[src/rtl/soc_stim_pkg.sv]
// soc_stim_pkg: shared types and widths for the table-driven SoC stimulus sequencer.
// SOC_STIM_LED_CHECK_EN adds expected-LED/mask fields to each table entry.
package soc_stim_pkg;
   localparam int ERR_CNT_W   = 16;
   localparam int ENT_SW_W    = 24;
   localparam int ENT_BTN_W   = 5;
   localparam int ENT_DWELL_W = 32;
   localparam int ENT_LED_W   = 24;
   typedef enum logic [1:0] {IDLE, HOLD, APPLY, DONE} state_t;
   typedef struct packed {
      logic [ENT_SW_W-1:0]    sw;
      logic [ENT_BTN_W-1:0]   btn;
      logic [ENT_DWELL_W-1:0] dwell;
`ifdef SOC_STIM_LED_CHECK_EN
      logic [ENT_LED_W-1:0]   exp_led;
      logic [ENT_LED_W-1:0]   led_mask;
`endif
   } entry_t;
endpackage

[src/rtl/soc_stim_sequencer_if.sv]
// soc_stim_sequencer_if: control, table-load and SoC-drive bundle of the stimulus sequencer.
// SOC_STIM_LED_CHECK_EN adds the cfg_exp_led/cfg_led_mask table-load lines.
interface soc_stim_sequencer_if import soc_stim_pkg::*; #(
   parameter int SW_W    = 24,
   parameter int BTN_W   = 5,
   parameter int LED_W   = 24,
   parameter int DEPTH   = 8,
   parameter int DWELL_W = 32
);
   localparam int AW = $clog2(DEPTH);
   logic                 start;
   logic                 loop_en;
   logic                 cfg_we;
   logic [AW-1:0]        cfg_addr;
   logic [SW_W-1:0]      cfg_sw;
   logic [BTN_W-1:0]     cfg_btn;
   logic [DWELL_W-1:0]   cfg_dwell;
   logic [AW:0]          cfg_len;
`ifdef SOC_STIM_LED_CHECK_EN
   logic [LED_W-1:0]     cfg_exp_led;
   logic [LED_W-1:0]     cfg_led_mask;
`endif
   logic [LED_W-1:0]     led;
   logic                 soc_rst;
   logic [SW_W-1:0]      sw;
   logic [BTN_W-1:0]     button;
   logic [AW-1:0]        step_idx;
   logic                 busy;
   logic                 done;
   logic                 mismatch;
   logic [ERR_CNT_W-1:0] err_count;
   modport master (
`ifdef SOC_STIM_LED_CHECK_EN
      output cfg_exp_led, cfg_led_mask,
`endif
      output start, loop_en, cfg_we, cfg_addr, cfg_sw, cfg_btn, cfg_dwell, cfg_len, led,
      input  soc_rst, sw, button, step_idx, busy, done, mismatch, err_count
   );
   modport slave (
`ifdef SOC_STIM_LED_CHECK_EN
      input  cfg_exp_led, cfg_led_mask,
`endif
      input  start, loop_en, cfg_we, cfg_addr, cfg_sw, cfg_btn, cfg_dwell, cfg_len, led,
      output soc_rst, sw, button, step_idx, busy, done, mismatch, err_count
   );
endinterface

[src/rtl/soc_stim_table.sv]
// soc_stim_table: DEPTH-entry stimulus register file, synchronous write, asynchronous read.
// Entry layout follows SOC_STIM_LED_CHECK_EN through entry_t; contents are never reset.
module soc_stim_table import soc_stim_pkg::*; #(
   parameter int DEPTH = 8,
   localparam int AW   = $clog2(DEPTH)
) (
   input  logic          clk,
   input  logic          we,
   input  logic [AW-1:0] waddr,
   input  entry_t        wdata,
   input  logic [AW-1:0] raddr,
   output entry_t        rdata
);
   entry_t mem [DEPTH];
   always_ff @(posedge clk)
      if (we) mem[waddr] <= wdata;
   assign rdata = mem[raddr];
endmodule

[src/rtl/soc_stim_sequencer.sv]
// soc_stim_sequencer: holds the SoC in reset, then plays a table of sw/button steps with dwell counts.
// SOC_STIM_LED_CHECK_EN enables per-step LED compare with mismatch pulse and saturating err_count.
module soc_stim_sequencer import soc_stim_pkg::*; #(
   parameter int SW_W       = 24,
   parameter int BTN_W      = 5,
   parameter int LED_W      = 24,
   parameter int DEPTH      = 8,
   parameter int DWELL_W    = 32,
   parameter int RST_CYCLES = 1000
) (
   input logic                fpga_clk,
   input logic                fpga_rst,
   soc_stim_sequencer_if.slave bus
);
   localparam int AW = $clog2(DEPTH);
   localparam int LW = AW + 1;
   localparam int HW = $clog2(RST_CYCLES + 1);
   state_t             state, nxt_state;
   logic [AW-1:0]      step_idx, nxt_idx;
   logic [LW-1:0]      len_q, len_in;
   logic [HW-1:0]      hold_cnt;
   logic [DWELL_W-1:0] dwell_cnt, ent_dwell;
   logic               idle_like, go, hold_end, step_end, pass_end, enter_step;
   entry_t             wr_ent, rd_ent;
   // The table is read at the upcoming index so a step's outputs load on the edge that enters it.
   soc_stim_table #(.DEPTH(DEPTH)) u_table (
      .clk   (fpga_clk),
      .we    (bus.cfg_we && idle_like),
      .waddr (bus.cfg_addr),
      .wdata (wr_ent),
      .raddr (nxt_idx),
      .rdata (rd_ent)
   );
   always_comb begin
      wr_ent          = '0;
      wr_ent.sw       = ENT_SW_W'(bus.cfg_sw);
      wr_ent.btn      = ENT_BTN_W'(bus.cfg_btn);
      wr_ent.dwell    = ENT_DWELL_W'(bus.cfg_dwell);
`ifdef SOC_STIM_LED_CHECK_EN
      wr_ent.exp_led  = ENT_LED_W'(bus.cfg_exp_led);
      wr_ent.led_mask = ENT_LED_W'(bus.cfg_led_mask);
`endif
   end
   always_comb begin
      idle_like  = (state == IDLE) || (state == DONE);
      go         = idle_like && bus.start;
      len_in     = (bus.cfg_len > LW'(DEPTH)) ? LW'(DEPTH) : bus.cfg_len;
      hold_end   = (state == HOLD) && (hold_cnt == '0);
      step_end   = (state == APPLY) && (dwell_cnt == '0);
      pass_end   = step_end && ({1'b0, step_idx} == len_q - LW'(1));
      ent_dwell  = DWELL_W'(rd_ent.dwell);
      nxt_state  = state;
      nxt_idx    = step_idx;
      if (go) begin
         nxt_state = (len_in == '0) ? DONE : HOLD;
         nxt_idx   = '0;
      end else if (hold_end) begin
         nxt_state = APPLY;
         nxt_idx   = '0;
      end else if (step_end) begin
         nxt_state = (pass_end && !bus.loop_en) ? DONE : APPLY;
         nxt_idx   = pass_end ? '0 : step_idx + AW'(1);
      end
      enter_step = (hold_end || step_end) && (nxt_state == APPLY);
   end
   always_ff @(posedge fpga_clk)
      state <= fpga_rst ? IDLE : nxt_state;
   always_ff @(posedge fpga_clk) begin
      if (fpga_rst) begin
         step_idx    <= '0;
         len_q       <= '0;
         hold_cnt    <= '0;
         dwell_cnt   <= '0;
         bus.soc_rst <= 1'b1;
         bus.sw      <= '0;
         bus.button  <= '0;
         bus.busy    <= 1'b0;
         bus.done    <= 1'b0;
      end else begin
         step_idx <= nxt_idx;
         bus.busy <= (nxt_state == HOLD) || (nxt_state == APPLY);
         bus.done <= (nxt_state == DONE);
         if (go) begin
            len_q    <= len_in;
            hold_cnt <= HW'(RST_CYCLES - 1);
         end else if (state == HOLD && !hold_end) hold_cnt <= hold_cnt - HW'(1);
         // A zero-length start skips HOLD and leaves soc_rst where it was.
         if (go && nxt_state == HOLD) bus.soc_rst <= 1'b1;
         else if (hold_end) bus.soc_rst <= 1'b0;
         if (enter_step) begin
            bus.sw     <= SW_W'(rd_ent.sw);
            bus.button <= BTN_W'(rd_ent.btn);
            dwell_cnt  <= (ent_dwell == '0) ? '0 : ent_dwell - DWELL_W'(1);
         end else begin
            if (nxt_state != APPLY) begin
               bus.sw     <= '0;
               bus.button <= '0;
            end
            if (state == APPLY && dwell_cnt != '0) dwell_cnt <= dwell_cnt - DWELL_W'(1);
         end
      end
   end
   assign bus.step_idx = step_idx;
`ifdef SOC_STIM_LED_CHECK_EN
   logic [LED_W-1:0]     exp_q, mask_q;
   logic [ERR_CNT_W-1:0] err_q;
   logic                 hit;
   assign hit = step_end && |((bus.led ^ exp_q) & mask_q);
   always_ff @(posedge fpga_clk) begin
      if (fpga_rst) begin
         exp_q        <= '0;
         mask_q       <= '0;
         err_q        <= '0;
         bus.mismatch <= 1'b0;
      end else begin
         if (enter_step) begin
            exp_q  <= LED_W'(rd_ent.exp_led);
            mask_q <= LED_W'(rd_ent.led_mask);
         end
         bus.mismatch <= hit;
         if (go) err_q <= '0;
         else if (hit && err_q != '1) err_q <= err_q + ERR_CNT_W'(1);
      end
   end
   assign bus.err_count = err_q;
`else
   logic unused_led;
   assign unused_led    = ^bus.led;
   assign bus.mismatch  = 1'b0;
   assign bus.err_count = '0;
`endif
endmodule

[src/flat_wrapper.sv]
// flat-port wrapper written by rule: the top's interface ports become plain ports
module soc_stim_sequencer_flat import soc_stim_pkg::*;
#(
   parameter int SW_W       = 24,
   parameter int BTN_W      = 5,
   parameter int LED_W      = 24,
   parameter int DEPTH      = 8,
   parameter int DWELL_W    = 32,
   parameter int RST_CYCLES = 1000
)
  (fpga_clk, fpga_rst, bus_start, bus_loop_en, bus_cfg_we, bus_cfg_addr, bus_cfg_sw, bus_cfg_btn, bus_cfg_dwell, bus_cfg_len, bus_led, bus_soc_rst, bus_sw, bus_button, bus_step_idx, bus_busy, bus_done, bus_mismatch, bus_err_count);
  soc_stim_sequencer_if #(.SW_W(SW_W), .BTN_W(BTN_W), .LED_W(LED_W), .DEPTH(DEPTH), .DWELL_W(DWELL_W)) bus_i ();
  input logic fpga_clk;
  input logic fpga_rst;
  input wire logic [$bits(bus_i.start)-1:0] bus_start;
  input wire logic [$bits(bus_i.loop_en)-1:0] bus_loop_en;
  input wire logic [$bits(bus_i.cfg_we)-1:0] bus_cfg_we;
  input wire logic [$bits(bus_i.cfg_addr)-1:0] bus_cfg_addr;
  input wire logic [$bits(bus_i.cfg_sw)-1:0] bus_cfg_sw;
  input wire logic [$bits(bus_i.cfg_btn)-1:0] bus_cfg_btn;
  input wire logic [$bits(bus_i.cfg_dwell)-1:0] bus_cfg_dwell;
  input wire logic [$bits(bus_i.cfg_len)-1:0] bus_cfg_len;
  input wire logic [$bits(bus_i.led)-1:0] bus_led;
  output wire logic [$bits(bus_i.soc_rst)-1:0] bus_soc_rst;
  output wire logic [$bits(bus_i.sw)-1:0] bus_sw;
  output wire logic [$bits(bus_i.button)-1:0] bus_button;
  output wire logic [$bits(bus_i.step_idx)-1:0] bus_step_idx;
  output wire logic [$bits(bus_i.busy)-1:0] bus_busy;
  output wire logic [$bits(bus_i.done)-1:0] bus_done;
  output wire logic [$bits(bus_i.mismatch)-1:0] bus_mismatch;
  output wire logic [$bits(bus_i.err_count)-1:0] bus_err_count;
  assign bus_i.start = bus_start;
  assign bus_i.loop_en = bus_loop_en;
  assign bus_i.cfg_we = bus_cfg_we;
  assign bus_i.cfg_addr = bus_cfg_addr;
  assign bus_i.cfg_sw = bus_cfg_sw;
  assign bus_i.cfg_btn = bus_cfg_btn;
  assign bus_i.cfg_dwell = bus_cfg_dwell;
  assign bus_i.cfg_len = bus_cfg_len;
  assign bus_i.led = bus_led;
  assign bus_soc_rst = bus_i.soc_rst;
  assign bus_sw = bus_i.sw;
  assign bus_button = bus_i.button;
  assign bus_step_idx = bus_i.step_idx;
  assign bus_busy = bus_i.busy;
  assign bus_done = bus_i.done;
  assign bus_mismatch = bus_i.mismatch;
  assign bus_err_count = bus_i.err_count;
  soc_stim_sequencer #(.SW_W(SW_W), .BTN_W(BTN_W), .LED_W(LED_W), .DEPTH(DEPTH), .DWELL_W(DWELL_W), .RST_CYCLES(RST_CYCLES)) u_core (.fpga_clk(fpga_clk), .fpga_rst(fpga_rst), .bus(bus_i));
endmodule
[config.mk]
export PLATFORM = sky130hd
export DESIGN_NAME = soc_stim_sequencer_flat
export DESIGN_NICKNAME = d
export VERILOG_FILES = /design/src/rtl/soc_stim_pkg.sv /design/src/rtl/soc_stim_sequencer_if.sv /design/src/rtl/soc_stim_table.sv /design/src/rtl/soc_stim_sequencer.sv /design/src/flat_wrapper.sv
export SDC_FILE = /design/constraint.sdc
export NUM_CORES = 1
export LEC_CHECK = 0
export CORE_MARGIN = 2
export CORE_UTILIZATION = 40
export CTS_BUF_LIST = sky130_fd_sc_hd__clkbuf_4 sky130_fd_sc_hd__clkbuf_8 sky130_fd_sc_hd__clkbuf_16
export CTS_CLUSTER_DIAMETER = 80
export CTS_CLUSTER_SIZE = 24
export DETAILED_ROUTE_END_ITERATION = 16
export PLACE_DENSITY = 0.66
export SYNTH_ARGS = -nofsm -noshare
export SYNTH_HDL_FRONTEND = slang
export SYNTH_SLANG_ARGS = --single-unit
export TNS_END_PERCENT = 5
[constraint.sdc]
create_clock -name fpga_clk -period 7.6 [get_ports fpga_clk]
set_input_delay 1.52 -clock fpga_clk [delete_from_list [all_inputs] [get_ports fpga_clk]]
set_output_delay 1.52 -clock fpga_clk [all_outputs]
set_load 0.05 [all_outputs]
# After elaboration in Yosys (flattened, before gate mapping)
# Memories as Yosys holds them, arrays and structs flattened.
# Index checks and enable logic that the tools add are counted.
[totals] memories=1 mem_bits_rw=488 out_inout_bits=52 reg_bits=83
[mem_list] name="u_core.u_table.mem" words=8 word_bits=61 rd=1 rd_ports_with_merged_regs=0 write_ports=1 line="soc_stim_table.sv:14" source="entry_t mem [DEPTH];"
[op_classes] muxes=21 order_cmp=1 n_eq_ne=8 reduce_logical=26 add_sub_neg=5
[op_table] operator="$mux 32" n=3
[op_table] operator="$logic_not 32->1" n=2
[op_table] operator="$sub 32x1->32 const B" n=2
[op_table] operator="$mux 24" n=2
[op_table] operator="$reduce_bool 32->1" n=1
[op_table] operator="$mux 10" n=2
[op_table] operator="$mux 3" n=4
[op_table] operator="$logic_and 1x1->1" n=10
[op_table] operator="$logic_not 10->1" n=1
[op_table] operator="$mux 5" n=2
[op_table] operator="$sub 10x1->10 const B" n=1
[op_table] operator="$eq 2x2->1 const B" n=4
[op_table] operator="$mux 2" n=4
[op_table] operator="$reduce_bool 2->1" n=3
[op_table] operator="$eq 2x1->1 const B" n=2
[op_table] operator="$eq 3x4->1" n=1
[op_table] operator="$gt 4x4->1 const B" n=1
[op_table] operator="$logic_not 4->1" n=1
[op_table] operator="$mux 4" n=1
[op_table] operator="$reduce_or 2->1" n=2
[op_table] operator="$sub 4x1->4 const B" n=1
[op_table] operator="$add 3x1->3 const B" n=1
[op_table] operator="$logic_or 1x1->1" n=3
[op_table] operator="$mux 1" n=3
[op_table] operator="3 further kinds" n=4

# Longest topological paths before layout
# Gate-level depths: netlist (run 1).
[logic_depth] word_depth=11 ltp_mapped=20 ltp_nobuf=17

# Cells and area by module
# Synthesis (run 1) repeated with hierarchy kept, for this count alone.
[unflattened] hier_cells=1366 hier_area_um2=23391.2
[by_module_without_submodules] mod="soc_stim_table" seq_area_each_um2=14654.1 cells_per_inst=719 area_each_um2=18362.6 instances=1
[by_module_without_submodules] mod="soc_stim_sequencer" seq_area_each_um2=1661.6 cells_per_inst=647 area_each_um2=5028.6 instances=1

# Worst setup path after synthesis (run 1)
# OpenSTA, ideal clock, no wires.
[synth_path] path_kind="input-to-reg" start="in bus_cfg_addr[1]" end="mem u_core.u_table.mem[4][0] in the netlist's numbering (enable)" path_buffers=0 arrival_time_ns=5.848 path_stages=2 required_ns=7.044 slack_ns=1.196 setup_time_ns=0.556 cell_sequence="nand2b_1 -> nor3_1"
[synth_rtl] element="start, declared" line="flat_wrapper.sv:18" source="input wire logic [$bits(bus_i.cfg_addr)-1:0] bus_cfg_addr;"
[synth_rtl] element="end, declared" line="soc_stim_table.sv:14"
# No word-level cell before the write port.

# Worst setup path in the final report (run 1)
[layout_path] start="reg u_core.dwell_cnt[10]" end="reg u_core.dwell_cnt[23]"
[layout_between] elab_chain_len=11
[layout_lines] element="start, declared" line="soc_stim_sequencer.sv:22" source="logic [DWELL_W-1:0] dwell_cnt, ent_dwell;"
[layout_lines] element="start signal, assigned" line="soc_stim_sequencer.sv:93" source="dwell_cnt <= (ent_dwell == '0) ? '0 : ent_dwell - DWELL_W'(1);"
[layout_lines] element="start signal, assigned" line="soc_stim_sequencer.sv:99" source="if (state == APPLY && dwell_cnt != '0) dwell_cnt <= dwell_cnt - DWELL_W'(1);"
[layout_lines] element="$logic_not 32->1" line="soc_stim_sequencer.sv:49" source="step_end = (state == APPLY) && (dwell_cnt == '0);"
[layout_lines] element="$logic_and 1x1->1" line="soc_stim_sequencer.sv:49"
[layout_lines] element="$logic_and 1x1->1" line="soc_stim_sequencer.sv:50" source="pass_end = step_end && ({1'b0, step_idx} == len_q - LW'(1));"
[layout_lines] element="$mux 3 or $logic_and 1x1->1 (tied branches)" line="soc_stim_sequencer.sv:62, soc_stim_sequencer.sv:61"
[layout_lines] element="$mux 3 or $mux 1 (tied branches)" line="soc_stim_sequencer.sv:60, soc_stim_sequencer.sv:61"
[layout_lines] element="$mux 3 or $mux 2 (tied branches)" line="soc_stim_sequencer.sv:57, soc_stim_sequencer.sv:60"
[layout_lines] element="$mux 3 or $mux 2 (tied branches)" line="soc_stim_sequencer.sv:54, soc_stim_sequencer.sv:57"
[layout_lines] element="$mem_v2 8x61 or $mux 2 (tied branches)"
[layout_lines] element="$sub 32x1->32 (tied with other cells)" line="soc_stim_sequencer.sv:93"
[layout_lines] element="$mux 32 or $logic_and 1x1->1 (tied branches)" line="soc_stim_sequencer.sv:93, soc_stim_sequencer.sv:64"
[layout_lines] element="$mux 32 or $reduce_bool 2->1 (tied branches)"
# Several ways; a longest one is shown, not always the timed one. The select of a mux whose other input is x is not followed.
# A chain may end at the register's enable or synchronous reset.

==> results of run 1 <==
-- state kept, by name, summed over array words and instances (netlist names) --
register	cells
u_core.len_q	4
u_core.bus.step_idx	3
u_core.bus.busy	1
u_core.state	2
u_core.bus.button	5
u_core.hold_cnt	10
u_core.dwell_cnt	32
u_core.bus.sw	24
u_core.bus.done	1
u_core.u_table.mem	488
u_core.bus.soc_rst	1
-- critical path, cell delays in order, from the launching register on --
cell and delay (ps):
sky130_fd_sc_hd__dfxtp_1 380, sky130_fd_sc_hd__or4_1 700, sky130_fd_sc_hd__or4_4 610, sky130_fd_sc_hd__o41ai_1 710, sky130_fd_sc_hd__o32ai_1 290, sky130_fd_sc_hd__and2_1 360, sky130_fd_sc_hd__a221oi_1 370, sky130_fd_sc_hd__a2bb2oi_1 320
sky130_fd_sc_hd__ha_1 280, sky130_fd_sc_hd__o311ai_0 140, sky130_fd_sc_hd__o22ai_1 360, sky130_fd_sc_hd__nand2_1 300, sky130_fd_sc_hd__nor3_1 370, sky130_fd_sc_hd__nand4_1 260, sky130_fd_sc_hd__o21ai_1 480, sky130_fd_sc_hd__a211oi_1 100
-- placed cells by master, fill, tap and decap left out, drive strengths merged, types with 10 or more instances in the layout --
cell	count
or3	13
nor2	112
xor2	13
inv	29
nand3	70
clkbuf	46
clkdlybuf4s50	106
nand4	22
a21oi	115
a31oi	55
and3	11
a22oi	36
ha	12
o21ai	54
a211oi	42
xnor2	41
buf	61
o31ai	10
dfxtp	83
mux2i	80
a221oi	27
nor3	71
mux2	17
a222oi	11
edfxtp	488
a311oi	12
nor4	24
conb	17
nand2	314
-- routing by layer --
| layer | track usage, % | share of wire (%) |
|---|---|---|
| met3 | 2.90 | 6.8 |
| met1 | 26.3 | 42 |
| met2 | 34.3 | 49 |
| met5 | 0 | 0.13 |
| met4 | 5.11 | 2.1 |
-- power by group through the flow --
stage	clock network (mW)	logic (mW)	registers, mW
after floorplan	0	2.11	3.83
after global placement	0	2.98	3.81
after detailed placement	0	3.03	3.83
after CTS	1.93	3.04	3.76
after global routing	2.02	3.36	3.79
final	1.89	3.08	3.76
-- final timing paths --
kind / from / endpoint / slack, ps / cells after the start
max: u_core.dwell_cnt[10] / u_core.dwell_cnt[23] / 1390 / 15
min: u_core.bus.soc_rst / u_core.bus.soc_rst / 510 / 1
max reg2reg: u_core.dwell_cnt[10] / u_core.dwell_cnt[23] / 1390 / 15
min reg2reg: u_core.bus.soc_rst / u_core.bus.soc_rst / 510 / 1
-- cells by family after synthesis --
family | count (synthesis)
simple gates | 694
flops | 571
compound gates | 424
buf+inv | 156
mux | 97
xor+xnor | 55
fa+ha+maj | 12
other cells | 1
-- cell type report --
| class | instances | area (um2) | area share (%) |
|---|---|---|---|
| Sequential cell | 571 | 16300 | 58.5 |
| Antenna cell | 1 | 2.50 | 0.00898 |
| Inverter | 21 | 78.8 | 0.283 |
| Timing Repair Buffer | 167 | 1540 | 5.53 |
| Clock buffer | 46 | 888 | 3.19 |
| Clock inverter | 11 | 138 | 0.494 |
| Multi-Input combinational cell | 1299 | 7930 | 28.4 |
| Tap cell | 790 | 988 | 3.55 |
-- through the flow --
step | std cells | cell area [um2] | utilization (%)
2_1_floorplan | 2026 | 24800 | -
3_3_place_gp | 2848 | 26900 | 43.8
3_5_place_dp | 2848 | 26900 | 43.8
4_1_cts | 2905 | 27900 | 45.4
5_1_grt | 2906 | 27900 | 45.4
6_report | 2906 | 27900 | 45.4
==> impl_metrics.sql, run 1 <==
INSERT INTO impl_metrics (metric_group, metric, value, unit) VALUES
('run_status', 'outcome', 'finished clean', ''),
('clock_network', 'cts-root-to-sink-buffers', '3', ''),
('floorplanning', 'die_height', '253', 'um'),
('timing', 'finalCritPeriodShare', '81.7', '%'),
('clock_network', 'cts_tree', 'done', ''),
('floorplanning', 'floorplan_die_width', '253', 'um'),
('final_layout', 'area_growth_syn_to_layout', '12.7', '%'),
('yosys', 'synth_top_family_by_area', 'simple AND/OR/NAND/NOR gates', ''),
('detailed_routing', 'post_drt_via_cell_ratio', '5.84', ''),
('detailed_routing', 'detail-route-antenna-nets', '0', ''),
('final_layout', 'filler_cell_count', '5361', ''),
('clock_network', 'clock_latency', '640', 'ps'),
('floorplanning', 'design.core.area', '61400', 'um2'),
('yosys', 'synth_cells', '2010', ''),
('detailed_routing', 'drt_pre_antenna_iters', '6', ''),
('global_route', 'grt_use_total', '19.9', '%'),
('timing', 'hold_viol_final', '0', ''),
('placement', 'placement.setup.worst_slack', '851', 'ps'),
('clock_network', 'postCtsResizedCells', '0', ''),
('global_route', 'grt_start_max_net_pins', '104', ''),
('global_route', 'number_of_global_route_vias_before_repair', '16500', ''),
('yosys', 'synth_sequential_area_ratio', '66.0', '%'),
('detailed_routing', 'vias', '17000', ''),
('global_route', 'grt_overflow_total', '0', ''),
('yosys', 'post_synth_and_or_nand_nor_area_fraction', '13.0', '%'),
('detailed_routing', 'routedWlPerCell', '22.4', 'um'),
('power_and_ir_drop', 'power.net_switching', '3.21', 'mW'),
('power_and_ir_drop', 'vdd_ir_drop_max', '0.200', 'mV'),
('yosys', 'yosysMostFrequentCell', 'sky130_fd_sc_hd__edfxtp_1', ''),
('power_and_ir_drop', 'p_seq_share', '43.1', '%'),
('final_layout', 'layout.nets', '2200', ''),
('yosys', 'portion_of_netlist_area_occupied_by_mux_cells', '4.01', '%'),
('power_and_ir_drop', 'power.internal', '5.52', 'mW'),
('timing', 'worst_slew_margin_rel', '26.0', '%'),
('placement', 'place.port_buffers', '107', ''),
('setup_path', 'worst_setup_path_end_kind', 'flip-flop', ''),
('global_route', 'grt_antenna_before_repair', '7', ''),
('yosys', 'synth-compound-area-share', '11.5', '%'),
('yosys', 'synth.lib_cells_used.distinct', '81', ''),
('timing', 'number_of_max_slew_violations_in_the_final_report', '0', ''),
('timing', 'hold_slack', '512', 'ps'),
('setup_path', 'critPathLaunchType', 'flip-flop', ''),
('setup_path', 'kind_of_critical_path', 'flip-flop to flip-flop', ''),
('timing', 'fin_tns_setup', '0', 'ps'),
('detailed_routing', 'drcViolationCount', '0', ''),
('floorplanning', 'io-pin-count', '149', ''),
('clock_network', 'inserted_clock_buffers', '31', ''),
('timing', 'final.setup_skew', '43.9', 'ps'),
('power_and_ir_drop', 'sw_frac_of_total', '36.8', '%'),
('clock_network', 'cts_num_sinks', '571', ''),
('floorplanning', 'fp-row-count', '91', ''),
('yosys', 'synth-seq-cells', '571', ''),
('placement', 'dp_hpwl', '39200', 'um'),
('clock_network', 'postCtsHoldBufs', '0', ''),
('yosys', 'synth-adder-area-share', '0.607', '%'),
('yosys', 'postSynth.topFlopCell', 'sky130_fd_sc_hd__edfxtp_1', ''),
('power_and_ir_drop', 'power-per-cell-area', '313', 'nW/um2'),
('detailed_routing', 'initialDrtViolationCount', '1715', ''),
('setup_path', 'timing.critical_path.required', '8040', 'ps'),
('floorplanning', 'floorplan.initialDensity', '40.3', '%'),
('clock_network', 'cts_setup_buffers', '0', ''),
('yosys', 'netlist.top_cell.by_area', 'sky130_fd_sc_hd__edfxtp_1', ''),
('yosys', 'ys_top_cells_by_area', 'sky130_fd_sc_hd__edfxtp_1 (59%), sky130_fd_sc_hd__dfxtp_1 (6.7%), sky130_fd_sc_hd__nand2_1 (4.8%)', ''),
('timing', 'period_needed', '6210', 'ps'),
('clock_network', 'htree_num_levels', '1', ''),
('power_and_ir_drop', 'power', '8.73', 'mW'),
('setup_path', 'critPathMaxFanout', '10', ''),
('timing', 'final.setup.worst_slack', '1390', 'ps'),
('hold_path', 'hp-class', 'flip-flop to flip-flop', ''),
('flow_run', 'max-cap-violations', '0', ''),
('power_and_ir_drop', 'power.combinational.fraction', '35.3', '%');
Note: power is estimated with default switching activity, not from simulation.
==> run 2, diff against run 1 <==
==> constraint.sdc (replaced) <==
create_clock -name fpga_clk -period 6.2 [get_ports fpga_clk]
set_input_delay 1.24 -clock fpga_clk [delete_from_list [all_inputs] [get_ports fpga_clk]]
set_output_delay 1.24 -clock fpga_clk [all_outputs]
set_load 0.05 [all_outputs]
==> impl_metrics.sql, run 2 (synthesized netlist as in run 1, its figures left out) <==
INSERT INTO impl_metrics (metric_group, metric, value, unit) VALUES
('run_status', 'outcome', 'finished clean', ''),
('timing', 'worst_slew_margin_rel', '16.8', '%'),
('placement', 'place.port_buffers', '107', ''),
('detailed_routing', 'drt_pre_antenna_iters', '8', ''),
('power_and_ir_drop', 'vdd_ir_drop_max', '0.261', 'mV'),
('final_layout', 'drive_above_1_share', '9.26', '%'),
('clock_network', 'htree_num_levels', '2', ''),
('timing', 'unrepaired_setup_endpoints_after_global_routing', 'no', ''),
('floorplanning', 'fp-row-count', '91', ''),
('detailed_routing', 'routedWlPerCell', '22.4', 'um'),
('clock_network', 'inserted_clock_buffers', '34', ''),
('detailed_routing', 'drcViolationCount', '0', ''),
('timing', 'period_needed', '5940', 'ps'),
('setup_path', 'cp.arrival', '6450', 'ps'),
('floorplanning', 'floorplan_die_width', '253', 'um'),
('final_layout', 'layout_common_cells', 'sky130_fd_sc_hd__edfxtp_1 (488), sky130_fd_sc_hd__nand2_1 (314), sky130_fd_sc_hd__a21oi_1 (115)', ''),
('setup_path', 'path_common_cell', 'sky130_fd_sc_hd__and4_1', ''),
('clock_network', 'clock_latency', '580', 'ps'),
('setup_path', 'worst_path_max_delay_cell', 'sky130_fd_sc_hd__nor2_1', ''),
('setup_path', 'critical-path-max-stage-delay', '940', 'ps'),
('timing', 'number_of_max_slew_violations_in_the_final_report', '0', ''),
('timing', 'final.setup_skew', '28.9', 'ps'),
('floorplanning', 'io-pin-count', '149', ''),
('timing', 'fmaxAchievable', '168', 'MHz'),
('detailed_routing', 'detail-route-antenna-nets', '0', ''),
('power_and_ir_drop', 'p_leak', '9.09', 'nW'),
('timing', 'finalSetupViolations', '0', ''),
('detailed_routing', 'vias', '17200', ''),
('timing', 'worstMarginPinSlew', '1240', 'ps'),
('floorplanning', 'die_height', '253', 'um'),
('floorplanning', 'area_enclosed_by_the_die_boundary', '63800', 'um2'),
('final_layout', 'largestRegisters', 'u_core.u_table.mem x488, u_core.dwell_cnt x32, u_core.bus.sw x24', ''),
('final_layout', 'mostFrequentLayoutCell', 'sky130_fd_sc_hd__edfxtp_1', ''),
('final_layout', 'largest_register_ff_count', '488', ''),
('final_layout', 'filler_cell_count', '5381', ''),
('global_route', 'grt_first_pass_wirelength', '97700', 'um'),
('power_and_ir_drop', 'power', '11.1', 'mW'),
('flow_run', 'max-cap-violations', '0', ''),
('clock_network', 'cts_root_buffer', 'sky130_fd_sc_hd__clkbuf_16', ''),
('clock_network', 'cts_tree', 'done', ''),
('final_layout', 'area_growth_syn_to_layout', '14.0', '%'),
('timing', 'fin_tns_setup', '0', 'ps'),
('clock_network', 'cts.clk_slew.worst_paths', '90', 'ps'),
('global_route', 'grt_start_max_net_pins', '62', ''),
('detailed_routing', 'post_drt_via_cell_ratio', '5.87', ''),
('floorplanning', 'design.core.area', '61400', 'um2'),
('setup_path', 'critPathMaxFanout', '10', ''),
('final_layout', 'top_register', 'u_core.u_table.mem', ''),
('setup_path', 'critical_path_buf_inv_count', '0', ''),
('hold_path', 'hp-class', 'flip-flop to flip-flop', ''),
('global_route', 'number_of_global_route_vias_before_repair', '16300', ''),
('global_route', 'grt_overflow_total', '0', ''),
('floorplanning', 'floorplan.initialDensity', '40.3', '%'),
('global_route', 'grt_use_total', '20.0', '%'),
('timing', 'finalCritPeriodShare', '95.9', '%'),
('placement', 'dp_hpwl', '40200', 'um'),
('placement', 'place_congestion', '0.871', ''),
('detailed_routing', 'initialDrtViolationCount', '1734', ''),
('global_route', 'grt_antenna_before_repair', '6', ''),
('setup_path', 'kind_of_critical_path', 'flip-flop to flip-flop', ''),
('detailed_routing', 'drt-total-wl', '65600', 'um'),
('setup_path', 'critPathLaunchType', 'flip-flop', ''),
('setup_path', 'worst_setup_path_end_kind', 'flip-flop', ''),
('setup_path', 'worst_path_dominant_cell_family', 'simple AND/OR/NAND/NOR gates', ''),
('power_and_ir_drop', 'power-per-cell-area', '394', 'nW/um2'),
('timing', 'hold_viol_final', '0', ''),
('setup_path', 'timing.critical_path.required', '6710', 'ps'),
('setup_path', 'path_cells', 'or4_1 > or4_4 > nor4_4 > and3_1 > o21ai_2 > nor2_1 > a222oi_1 > and4_1 > and4_1 > a31oi_1 > o221ai_1 > a21oi_1', ''),
('clock_network', 'cts_num_sinks', '571', ''),
('clock_network', 'cts-root-to-sink-buffers', '3', ''),
('final_layout', 'layout.nets', '2224', '');
[run 2: through the flow]
step / hold slack [ps] / area (um2) / cells / setup WS [ps] / util (%)
floorplan: 467 / 24800 / 2026 / 76.4 / -
global placement: 483 / 27000 / 2869 / 324 / 44.0
detailed placement: 498 / 27000 / 2869 / 267 / 44.0
CTS: 519 / 28200 / 2928 / 225 / 45.9
global route: 535 / 28200 / 2929 / 64.7 / 45.9
finish: 517 / 28200 / 2931 / 256 / 46.0
[run 2: worst reg2reg max path: cells and delay by family (launching register included)]
family | cells | cell delay (ps)
simple gates | 7 | 3790
flops | 1 | 370
compound gates | 5 | 1740
[run 2: path summary, 6_finish.rpt]
kind	startpoint	cells past startpoint	slack [ps]	end
worst min-delay path	u_core.bus.sw[13]	2	520	u_core.bus.sw[13]
worst min register to register	u_core.bus.sw[13]	2	520	u_core.bus.sw[13]
worst max-delay path	u_core.dwell_cnt[10]	12	260	u_core.dwell_cnt[25]
worst max register to register	u_core.dwell_cnt[10]	12	260	u_core.dwell_cnt[25]
[run 2: area by class of cell]
class / instances / area (um2) / share of cell area [%]
Antenna cell: 3 / 7.51 / 0.0266
Clock buffer: 43 / 918 / 3.26
Clock inverter: 16 / 229 / 0.812
Inverter: 21 / 78.8 / 0.280
Multi-Input combinational cell: 1299 / 7950 / 28.2
Sequential cell: 571 / 16300 / 57.9
Tap cell: 790 / 988 / 3.50
Timing Repair Buffer: 188 / 1710 / 6.07
[run 2: repair_timing]
action	4_1_cts	5_1_grt
endpoints found under the setup margin	0	32
setup buffers	0	0
resized for setup	0	2
hold buffers	0	0
[run 2: power by group]
| part | leakage, nW | internal (mW) | switching, mW | total, mW |
|---|---|---|---|---|
| Clock | 0.569 | 1.20 | 1.33 | 2.53 |
| Sequential | 5.09 | 4.44 | 0.172 | 4.61 |
| Combinational | 3.43 | 1.38 | 2.58 | 3.96 |
| Total | 9.09 | 7.02 | 4.08 | 11.1 |
[run 2: metal layers]
| metal | part of all wire [%] | track usage, % | up-vias |
|---|---|---|---|
| met5 | 0.076 | 0 | - |
| met4 | 2.9 | 6.49 | 8 |
| met3 | 7.6 | 3.08 | 120 |
| met2 | 48 | 33.0 | 733 |
| met1 | 42 | 27.1 | 8524 |
| li1 | - | - | 7811 |
==> run 3, diff against run 2 <==
--- a/config.mk
+++ b/config.mk
@@ -5,6 +5,7 @@
 export SDC_FILE = /design/constraint.sdc
 export NUM_CORES = 1
 export LEC_CHECK = 0
+export CORE_ASPECT_RATIO = 1.5
 export CORE_MARGIN = 2
 export CORE_UTILIZATION = 40
 export CTS_BUF_LIST = sky130_fd_sc_hd__clkbuf_4 sky130_fd_sc_hd__clkbuf_8 sky130_fd_sc_hd__clkbuf_16
==> impl_metrics.sql, run 3 (synthesized netlist as in run 1, its figures left out) <==
INSERT INTO impl_metrics (metric_group, metric, value, unit) VALUES
('clock_network', 'postCtsHoldBufs', '0', ''),
('floorplanning', 'floorplan_die_width', '207', 'um'),
('floorplanning', 'design.core.area', '61100', 'um2'),
('power_and_ir_drop', 'power.internal', '6.88', 'mW'),
('placement', 'dp_hpwl', '43400', 'um'),
('timing', 'hold_viol_final', '0', ''),
('clock_network', 'cts_num_sinks', '571', ''),
('setup_path', 'timing.critical_path.required', '6730', 'ps'),
('detailed_routing', 'initialDrtViolationCount', '1498', ''),
('global_route', 'grt_first_pass_wirelength', '102000', 'um'),
('placement', 'place_congestion', '0.922', ''),
('timing', 'final.setup_skew', '22.8', 'ps'),
('setup_path', 'destination_of_the_worst_register_to_register_timing_path', 'u_core.dwell_cnt[10]', ''),
('timing', 'fmaxAchievable', '181', 'MHz'),
('clock_network', 'clock_latency', '620', 'ps'),
('global_route', 'grt_use_total', '20.5', '%'),
('power_and_ir_drop', 'power.net_switching', '3.98', 'mW'),
('clock_network', 'cts_setup_buffers', '0', ''),
('detailed_routing', 'vias', '17100', ''),
('timing', 'finalCritPeriodShare', '89.2', '%'),
('detailed_routing', 'routedWlPerCell', '22.7', 'um'),
('timing', 'period_needed', '5530', 'ps'),
('detailed_routing', 'detail-route-antenna-nets', '0', ''),
('timing', 'hold_slack', '507', 'ps'),
('floorplanning', 'floorplan.initialDensity', '40.5', '%'),
('setup_path', 'worst_setup_path_end_kind', 'flip-flop', ''),
('floorplanning', 'area_enclosed_by_the_die_boundary', '63900', 'um2'),
('power_and_ir_drop', 'power', '10.9', 'mW'),
('clock_network', 'inserted_clock_buffers', '30', ''),
('timing', 'fin_tns_setup', '0', 'ps'),
('final_layout', 'fin_util', '46.4', '%'),
('hold_path', 'hp-class', 'flip-flop to flip-flop', ''),
('detailed_routing', 'drcViolationCount', '0', ''),
('power_and_ir_drop', 'power_frac_clock', '20.9', '%'),
('global_route', 'grt_start_max_net_pins', '66', ''),
('setup_path', 'kind_of_critical_path', 'flip-flop to flip-flop', ''),
('detailed_routing', 'drt_pre_antenna_iters', '6', ''),
('setup_path', 'setup_slack_reg_to_reg', '670', 'ps'),
('placement', 'dp.cells', '2903', ''),
('floorplanning', 'die_height', '309', 'um'),
('timing', 'final.setup.worst_slack', '671', 'ps'),
('final_layout', 'largest_register_ff_count', '488', ''),
('clock_network', 'cts_tree', 'done', ''),
('final_layout', 'final_cell_area', '28300', 'um2'),
('clock_network', 'cts-root-to-sink-buffers', '3', ''),
('hold_path', 'worst_hold_path.num_cells', '1', ''),
('final_layout', 'mostFrequentLayoutCell', 'sky130_fd_sc_hd__edfxtp_1', ''),
('flow_run', 'max-cap-violations', '0', ''),
('placement', 'place.port_buffers', '107', ''),
('power_and_ir_drop', 'p_seq_share', '42.4', '%'),
('run_status', 'outcome', 'finished clean', ''),
('setup_path', 'critPathMaxFanout', '7', ''),
('final_layout', 'layout.nets', '2253', ''),
('clock_network', 'postCtsResizedCells', '0', ''),
('power_and_ir_drop', 'p_leak', '9.20', 'nW'),
('power_and_ir_drop', 'power-per-cell-area', '383', 'nW/um2'),
('placement', 'placement.setup.worst_slack', '482', 'ps'),
('power_and_ir_drop', 'power.combinational.fraction', '36.6', '%'),
('floorplanning', 'io-pin-count', '149', ''),
('final_layout', 'drive_above_1_share', '10.4', '%'),
('placement', 'detailed_place.area', '27300', 'um2'),
('detailed_routing', 'post_drt_via_cell_ratio', '5.77', ''),
('hold_path', 'worstHoldEndpoint', 'u_core.bus.soc_rst', ''),
('timing', 'worstMarginPinSlew', '1160', 'ps'),
('power_and_ir_drop', 'vdd_ir_drop_max', '0.240', 'mV'),
('final_layout', 'largestRegisters', 'u_core.u_table.mem x488, u_core.dwell_cnt x32, u_core.bus.sw x24', ''),
('timing', 'unrepaired_setup_endpoints_after_global_routing', 'no', ''),
('clock_network', 'cts_root_buffer', 'sky130_fd_sc_hd__clkbuf_16', ''),
('global_route', 'grt_antenna_before_repair', '3', ''),
('global_route', 'grt_overflow_total', '0', ''),
('setup_path', 'critPathLaunchType', 'flip-flop', ''),
('detailed_routing', 'drt-total-wl', '67100', 'um'),
('final_layout', 'final_non_filler_cell_total', '2960', ''),
('setup_path', 'worst_r2r_startpoint', 'u_core.dwell_cnt[10]', ''),
('floorplanning', 'fp-row-count', '111', ''),
('timing', 'number_of_max_slew_violations_in_the_final_report', '0', ''),
('timing', 'worst_slew_margin_rel', '22.4', '%'),
('setup_path', 'timing.reg2reg.worst_path_depth', '16', ''),
('clock_network', 'htree_num_levels', '1', ''),
('final_layout', 'top_register', 'u_core.u_table.mem', ''),
('final_layout', 'area_growth_syn_to_layout', '14.5', '%'),
('hold_path', 'hp-start', 'u_core.bus.soc_rst', ''),
('final_layout', 'layout_common_cells', 'sky130_fd_sc_hd__edfxtp_1 (488), sky130_fd_sc_hd__nand2_1 (314), sky130_fd_sc_hd__a21oi_1 (115)', ''),
('setup_path', 'cp.arrival', '6060', 'ps'),
('clock_network', 'cts.clk_slew.worst_paths', '90', 'ps'),
('global_route', 'number_of_global_route_vias_before_repair', '17000', ''),
('power_and_ir_drop', 'sw_frac_of_total', '36.7', '%'),
('timing', 'finalSetupViolations', '0', '');
[run 3: worst max-delay path: stages, from the launching register on]
cell	delay (ps)
sky130_fd_sc_hd__dfxtp_1	380
sky130_fd_sc_hd__or4_1	680
sky130_fd_sc_hd__or4_4	620
sky130_fd_sc_hd__o41ai_1	580
sky130_fd_sc_hd__o32ai_1	250
sky130_fd_sc_hd__and2_1	260
sky130_fd_sc_hd__a221oi_1	310
sky130_fd_sc_hd__a2bb2oi_1	410
sky130_fd_sc_hd__ha_1	300
sky130_fd_sc_hd__o311ai_0	170
sky130_fd_sc_hd__o22ai_1	210
sky130_fd_sc_hd__nand2_1	140
sky130_fd_sc_hd__buf_4	180
sky130_fd_sc_hd__or3b_1	340
sky130_fd_sc_hd__a211oi_1	300
sky130_fd_sc_hd__a22oi_1	140
sky130_fd_sc_hd__nor3_1	170
[run 3: layer usage]
metal / track usage [%] / vias to the layer above / share of wire, %
met5: 0 / - / 0
met4: 9.00 / 0 / 4.4
met3: 2.58 / 138 / 5.6
met2: 37.5 / 646 / 52
met1: 24.2 / 8422 / 38
li1: - / 7884 / -
[run 3: worst max-delay path by stage]
stage	from	end	slack, ps	cells past startpoint
final	u_core.dwell_cnt[10]	u_core.dwell_cnt[10]	670	16
after global routing	u_core.dwell_cnt[10]	u_core.dwell_cnt[20]	300	15
after CTS	u_core.dwell_cnt[10]	u_core.dwell_cnt[22]	690	15
after detailed placement	bus_start	u_core.dwell_cnt[31]	480	16
after global placement	bus_start	u_core.dwell_cnt[31]	550	16
after floorplan	bus_cfg_addr[1]	u_core.u_table.mem[4][0]	80	2
[run 3: power groups by stage]
| stage | clock [mW] | sequential [mW] | combinational (mW) |
|---|---|---|---|
| global route | 2.45 | 4.63 | 4.33 |
| finish | 2.27 | 4.61 | 3.98 |
| floorplan | 0 | 4.70 | 2.59 |
| detailed placement | 0 | 4.69 | 3.94 |
| global placement | 0 | 4.67 | 3.89 |
| CTS | 2.31 | 4.60 | 3.96 |
[run 3: cell type report]
cell class	instances	area, um2
clock inverters	8	101
inverters	21	78.8
multi-input cells	1299	7930
fillers	5437	32800
flip-flops and latches	571	16300
repair buffers	221	2020
diodes	2	5.00
clock buffers	47	896
well taps	791	990
